[config.mk]
export PLATFORM = sky130hd
export DESIGN_NAME = mem_access_stage
export DESIGN_NICKNAME = d
export VERILOG_FILES = /design/src/rtl/pipe_pkg.sv /design/src/rtl/mem_wb_reg.sv /design/src/rtl/mem_access_stage.sv
export SDC_FILE = /design/constraint.sdc
export NUM_CORES = 1
export LEC_CHECK = 0
export CORE_MARGIN = 5
export CORE_UTILIZATION = 44
export DETAILED_ROUTE_END_ITERATION = 12
export GPL_TIMING_DRIVEN = 0
export PLACE_DENSITY = 0.85
export SLEW_MARGIN = 30
export SYNTH_ARGS = -nofsm -noshare
export SYNTH_HDL_FRONTEND = slang
export SYNTH_SLANG_ARGS = --single-unit
[constraint.sdc]
create_clock -name clock -period 6.4 [get_ports clock]
set_input_delay 0.64 -clock clock [delete_from_list [all_inputs] [get_ports clock]]
set_output_delay 0.64 -clock clock [all_outputs]
set_load 0.005 [all_outputs]
[src/rtl/pipe_pkg.sv]
// Shared pipeline definitions: MEM-stage FSM encoding, datapath widths
// and the word-alignment mask.
package pipe_pkg;

    localparam int PIPE_ADDR_W = 32;
    localparam int PIPE_DATA_W = 32;
    localparam int PIPE_REG_W  = 5;

    localparam logic [1:0] WORD_OFS_MASK = 2'b11;

    typedef enum logic [1:0] {
        IDLE = 2'd0,
        WAIT = 2'd1,
        DONE = 2'd2
    } mem_state_t;

    function automatic logic misaligned(input logic [1:0] lo);
        return (lo & WORD_OFS_MASK) != 2'b00;
    endfunction

endpackage

[src/rtl/mem_wb_reg.sv]
// MEM/WB pipeline register; a bubble clears the write controls and
// leaves the data fields untouched.
module mem_wb_reg
    import pipe_pkg::*;
#(
    parameter int DATA_W = PIPE_DATA_W,
    parameter int REG_W  = PIPE_REG_W
) (
    input  logic              clock,
    input  logic              reset,
    input  logic              bubble,
    input  logic              reg_write,
    input  logic              mem_to_reg,
    input  logic [DATA_W-1:0] read_data,
    input  logic [DATA_W-1:0] alu_result,
    input  logic [REG_W-1:0]  write_reg,
    output logic              RegWrite_wb,
    output logic              MemtoReg_wb,
    output logic [DATA_W-1:0] ReadData_wb,
    output logic [DATA_W-1:0] ALUresult_wb,
    output logic [REG_W-1:0]  WriteReg_wb
);

    always_ff @(posedge clock or posedge reset) begin
        if (reset) begin
            RegWrite_wb  <= 1'b0;
            MemtoReg_wb  <= 1'b0;
            ReadData_wb  <= '0;
            ALUresult_wb <= '0;
            WriteReg_wb  <= '0;
        end else if (bubble) begin
            RegWrite_wb <= 1'b0;
            MemtoReg_wb <= 1'b0;
        end else begin
            RegWrite_wb  <= reg_write;
            MemtoReg_wb  <= mem_to_reg;
            ReadData_wb  <= read_data;
            ALUresult_wb <= alu_result;
            WriteReg_wb  <= write_reg;
        end
    end

endmodule

[src/rtl/mem_access_stage.sv]
// MEM stage: data-memory bus FSM, front-end stall and MEM/WB register.
// Define MEM_MISALIGN_TRAP_EN to trap misaligned accesses via misalign_wb.
module mem_access_stage
    import pipe_pkg::*;
#(
    parameter int ADDR_W = PIPE_ADDR_W,
    parameter int DATA_W = PIPE_DATA_W,
    parameter int REG_W  = PIPE_REG_W
) (
    input  logic              clock,
    input  logic              reset,
`ifdef MEM_MISALIGN_TRAP_EN
    output logic              misalign_wb,
`endif
    input  logic              MemRead_mem,
    input  logic              MemWrite_mem,
    input  logic              MemtoReg_mem,
    input  logic              RegWrite_mem,
    input  logic [DATA_W-1:0] ALUresult_mem,
    input  logic [DATA_W-1:0] ReadData2_mem,
    input  logic [REG_W-1:0]  WriteReg_mem,
    output logic              dmem_req,
    output logic              dmem_we,
    output logic [ADDR_W-1:0] dmem_addr,
    output logic [DATA_W-1:0] dmem_wdata,
    input  logic              dmem_ready,
    input  logic [DATA_W-1:0] dmem_rdata,
    output logic              stall_mem,
    output logic              RegWrite_wb,
    output logic              MemtoReg_wb,
    output logic [DATA_W-1:0] ReadData_wb,
    output logic [DATA_W-1:0] ALUresult_wb,
    output logic [REG_W-1:0]  WriteReg_wb
);

    mem_state_t        state_q, state_d;
    logic              memop, ready_hit, start_req, trap_hit;
    logic              wb_regwrite, wb_memtoreg;
    logic [DATA_W-1:0] held_q, wb_rdata;

    assign memop     = MemRead_mem | MemWrite_mem;
    assign ready_hit = (state_q == WAIT) & dmem_ready;

`ifdef MEM_MISALIGN_TRAP_EN
    logic trap_q;

    assign trap_hit = (state_q == IDLE) & memop
                    & misaligned(ALUresult_mem[1:0]);

    always_ff @(posedge clock or posedge reset) begin
        if (reset) begin
            trap_q      <= 1'b0;
            misalign_wb <= 1'b0;
        end else begin
            trap_q      <= trap_hit;
            misalign_wb <= trap_q & (state_q == DONE);
        end
    end

    assign wb_regwrite = RegWrite_mem & ~trap_q;
    assign wb_memtoreg = MemtoReg_mem & ~trap_q;
`else
    assign trap_hit    = 1'b0;
    assign wb_regwrite = RegWrite_mem;
    assign wb_memtoreg = MemtoReg_mem;
`endif

    always_ff @(posedge clock or posedge reset) begin
        if (reset) state_q <= IDLE;
        else       state_q <= state_d;
    end

    always_comb begin
        state_d = state_q;
        unique case (state_q)
            IDLE: if (memop) state_d = trap_hit ? DONE : WAIT;
            WAIT: if (dmem_ready) state_d = DONE;
            DONE: state_d = IDLE;
            default: state_d = IDLE;
        endcase
    end

    always_comb begin
        stall_mem = 1'b0;
        start_req = 1'b0;
        wb_rdata  = '0;
        unique case (state_q)
            IDLE: begin
                stall_mem = memop;
                start_req = memop & ~trap_hit;
            end
            WAIT: stall_mem = 1'b1;
            DONE: wb_rdata = held_q;
            default: ;
        endcase
    end

    // Bus signals stay frozen for the whole WAIT phase; only req drops.
    always_ff @(posedge clock or posedge reset) begin
        if (reset) begin
            dmem_req   <= 1'b0;
            dmem_we    <= 1'b0;
            dmem_addr  <= '0;
            dmem_wdata <= '0;
        end else if (start_req) begin
            dmem_req   <= 1'b1;
            dmem_we    <= MemWrite_mem;
            dmem_addr  <= {ALUresult_mem[ADDR_W-1:2], 2'b00};
            dmem_wdata <= ReadData2_mem;
        end else if (ready_hit) begin
            dmem_req <= 1'b0;
        end
    end

    always_ff @(posedge clock or posedge reset) begin
        if (reset)          held_q <= '0;
        else if (ready_hit) held_q <= dmem_we ? '0 : dmem_rdata;
    end

    mem_wb_reg #(
        .DATA_W (DATA_W),
        .REG_W  (REG_W)
    ) u_mem_wb (
        .clock        (clock),
        .reset        (reset),
        .bubble       (stall_mem),
        .reg_write    (wb_regwrite),
        .mem_to_reg   (wb_memtoreg),
        .read_data    (wb_rdata),
        .alu_result   (ALUresult_mem),
        .write_reg    (WriteReg_mem),
        .RegWrite_wb  (RegWrite_wb),
        .MemtoReg_wb  (MemtoReg_wb),
        .ReadData_wb  (ReadData_wb),
        .ALUresult_wb (ALUresult_wb),
        .WriteReg_wb  (WriteReg_wb)
    );

endmodule

== Word level (Yosys, flattened, before mapping) ==
Cells that the tools add are included.
Storage, ports and cells
  flip-flop bits (word level): 169
  input bits: 108
  logic and storage cells: 31
Cells by class
  equality and inequality tests: 4
  muxes and demuxes: 11
  bitwise logic cells: 2
  reductions and logical operators: 3
Operator list (count)
  two-way mux 32 bit: 2
  two-way mux 1 bit: 5
  two-way mux 2 bit: 2
  != test 2 bit (second input constant): 2
  case mux 2 bit (2 select lines): 1
  equality test 2 x 1 -> 1 bit (second input constant): 1
  equality test 2 bit (second input constant): 1
  zero test 2 bit: 1
  case mux 1 bit (2 select lines): 1
  AND reduction 2 bit: 1
  nonzero test 2 bit: 1
  bitwise AND 1 bit: 1
  OR 1 bit: 1

== Longest topological paths before layout ==
  depth after elaboration: 4
  depth in mapped cells: 6
  mapped depth without buffers: 3

== Cells and area by module ==
Synthesis repeated with hierarchy kept, for this count alone.
Unflattened totals
  cells, all modules: 476
  area total of the unflattened synthesis: 7320.8 um2
By module, submodules not included
  mem_access_stage: times used 1, cells an instance 325, area an instance 4349.2 um2, sequential area each 2452.4 um2
  mem_wb_reg: times used 1, cells an instance 151, area an instance 2971.6 um2, sequential area each 1776.7 um2

== Worst setup path before layout ==
No wires, ideal clock.
  path kind: input port to output port
  from: in MemWrite_mem
  to: out stall_mem
  arrival time: 1105 ps
  required time: 5760 ps
  slack: 4655 ps
  stages on the path: 3
  path buffers: 1
  cells stage by stage: nor3_4 -> nor2_4 -> buf_2
Between the ends
  longest elaborated chain between the ends: 2
Ends and longest elaborated chain
  start, declared: RTL line mem_access_stage.sv:16  | input logic MemWrite_mem,
  OR 1 bit: RTL line mem_access_stage.sv:41  | assign memop = MemRead_mem | MemWrite_mem;
  case mux 1 bit (2 select lines): RTL line mem_access_stage.sv:87  | unique case (state_q)
  end, declared: RTL line mem_access_stage.sv:28  | output logic stall_mem,
No other way between the ends.

== Final worst setup path ==
Ends and elaborated chain as after synthesis.

==> flow_summary.ini <==
[route]
drt-initial-drc-count = 135
wl_per_cell_um = 18.1
routed_wl_um = 16400
viasPerCell = 4.96
first_pass_iters = 4
drtAntennaViolNets = 0
detailroute.via_count = 4506
drcViolationCount = 0

[floorplanning]
rows = 44
die_h_um = 131
io_pins = 246
start_util_pct = 44.8
die_area_um2 = 17300
die_w_um = 131
core_area_um2 = 14500

[yosys]
synth_edf_count = 0
yosysSeqAreaShare_pct = 65.3
synth-async-reset-ratio_pct = 100
syn_avg_cell_area_um2 = 14.5
synth_cell_types = 22
synth_seq_cells = 169
synth_cells = 447
ys.flop_type = dfrtp_1
syn_area_um2 = 6480
ys_warn_count = 0

[critical_path]
critPathKind = input pin to output pin
end_kind = output pin
start_kind = input pin
crit_arrival_ns = 2.49
crit_path_max_fanout = 10
required_ns = 5.76

[place]
dp_hpwl_um = 12400
portBuffers = 243
place.gp.congestion = 0.822
placedCellCount = 876

[final_layout]
fillers = 1014
finalNonFillerCells = 908
area.growth.synth_to_final_pct = 50.9
layout_commonest_cell = clkdlybuf4s50_1
antenna_cells = 0
drive_above_1_share_pct = 21.8
most-common-layout-cells = 243 x clkdlybuf4s50_1, 169 x dfrtp_1, 93 x mux2_2, 34 x nand2_1, 34 x o21ai_0
fin_nets = 819
area.sequential_um2 = 4230
multiInputGateArea_um2 = 2030

[sta]
hold_viol = 0
min_period_ns = 3.13
finalHoldWorstSlack_ns = 0.479
tightestPinTransition_ns = 0.553
rsz0062_at_grt = no
min_period_over_period_pct = 48.9
max_freq_ghz = 0.320
relSlewSlack_pct = 63.1
finClkSkew_ns = 0.00724
setup_viol = 0
maxSlewViolCount = 0

[global_route]
grt_pass1_vias = 4962
grt_max_degree = 91
grt_first_pass_wirelength_um = 26600
grt_overflow = 0
groute.usage.overall_pct = 19.1
antenna_found_initial = 0

[cts]
cts_resized = 0
clock-sinks = 169
htreeDepth = 4
cts_buffer_depth = 2
cts-root-buf = clkbuf_16
cts_buffers = 17
clk_pin_slew_ns = 0.06
clk_latency_ns = 0.42
tritoncts = yes
cts_setup_buffers = 0
hold_buffers = 0

[min_path]
hp-class = register to register

[pwr]
share_seq_of_total_power_pct = 40.1
power.density_nw_per_um2 = 456
vdd_drop_max_mv = 0.208
internal_power_uw = 3240
combPwrFrac_pct = 36.6
power.share.clock_pct = 23.3
switching_power_uw = 1220
swShare_pct = 27.4
leakage_uw = 0.00421

[job]
cap_violations = 0

[outcome]
status = complete, no violations
## metal layers
layer	vias up	share of wire, %	global-route usage (%)	routed length (um)
li1	2076	-	-	-
met1	2208	40	22.6	6500
met2	195	50	32.3	8190
met3	27	8.5	7.19	1400
met4	0	1.8	6.06	303
met5	-	0	0	0
## critical path, stage by stage
cell	delay, ns
clkdlybuf4s50_1	0.62
nor3_4	0.09
nor2_4	0.29
buf_2	0.30
clkdlybuf4s50_1	0.54
## through the flow
stage / setup slack [ns] / cell area [um^2] / power [uW] / setup TNS, ns / utilization, %
6_report: 3.27 / 9780 / 4460 / 0 / 67.5
5_1_grt: 3.16 / 9780 / 4690 / 0 / 67.5
4_1_cts: 3.23 / 9780 / 4500 / 0 / 67.5
3_5_place_dp: 3.25 / 9180 / 3460 / 0 / 63.4
3_3_place_gp: -0.568 / 9150 / 3380 / -94.56 / 63.2
2_1_floorplan: 1.18 / 6480 / 2430 / 0 / -
## power groups by stage
stage	Sequential [uW]	Clock (uW)	Combinational (uW)
floorplan	1790	0	641
finish	1790	1040	1630
global placement	1770	0	1610
global route	1840	1090	1760
detailed placement	1800	0	1650
CTS	1790	1050	1660
## registers in the layout (all words and copies together), names as in the netlist
register,cells
dmem_wdata,32
held_q,32
u_mem_wb.ALUresult_wb,32
u_mem_wb.ReadData_wb,32
dmem_addr,30
u_mem_wb.WriteReg_wb,5
state_q,2
dmem_req,1
dmem_we,1
u_mem_wb.MemtoReg_wb,1
u_mem_wb.RegWrite_wb,1
## Yosys cell counts (2+ instances only)
cell type | n | area (um^2)
buf_4 | 2 | 15.0
nor2_1 | 2 | 7.51
o21ai_0 | 34 | 170
nor2_4 | 2 | 22.5
inv_1 | 3 | 11.3
nand2b_1 | 33 | 206
dfrtp_1 | 169 | 4230
buf_6 | 10 | 113
buf_2 | 11 | 55.1
nor2b_1 | 3 | 18.8
nand2_1 | 34 | 128
clkbuf_1 | 6 | 22.5
a22o_1 | 32 | 280
mux2_2 | 93 | 1050
mux2_4 | 6 | 90.1
## logic make-up after synthesis
group | count (synthesis) | share of synthesized area, %
compound gates | 69 | 7.45
buf+inv | 33 | 3.42
flops | 169 | 65.3
mux | 99 | 17.5
other cells | 1 | 0.0579
simple gates | 76 | 6.27
## area by class of cell
cell class                 count  area share (%)
multi-input combinational    246            20.8
sequential                   169            43.2
clock buffer                  21            4.61
tap                          184            2.35
clock inverter                11            1.50
timing repair buffer         244            25.2
inverter                       3           0.192
buffer                        30            2.15
## worst paths after layout
check	to	start	slack, ns	depth (start not counted)
setup reg to reg	u_mem_wb.ALUresult_wb[15]$_DFFE_PP0N_	state_q[0]$_DFFE_PP0P_	4.81	4
setup / recovery	stall_mem	MemWrite_mem	3.27	5
max in group asynchronous	dmem_addr[27]$_DFFE_PP0P_	reset	4.87	3
hold / removal	held_q[19]$_DFFE_PP0P_	held_q[19]$_DFFE_PP0P_	0.48	2
min in group asynchronous	dmem_addr[5]$_DFFE_PP0P_	reset	0.70	2
hold reg to reg	held_q[19]$_DFFE_PP0P_	held_q[19]$_DFFE_PP0P_	0.48	2
No activity file was read; power rests on OpenSTA's default activity.
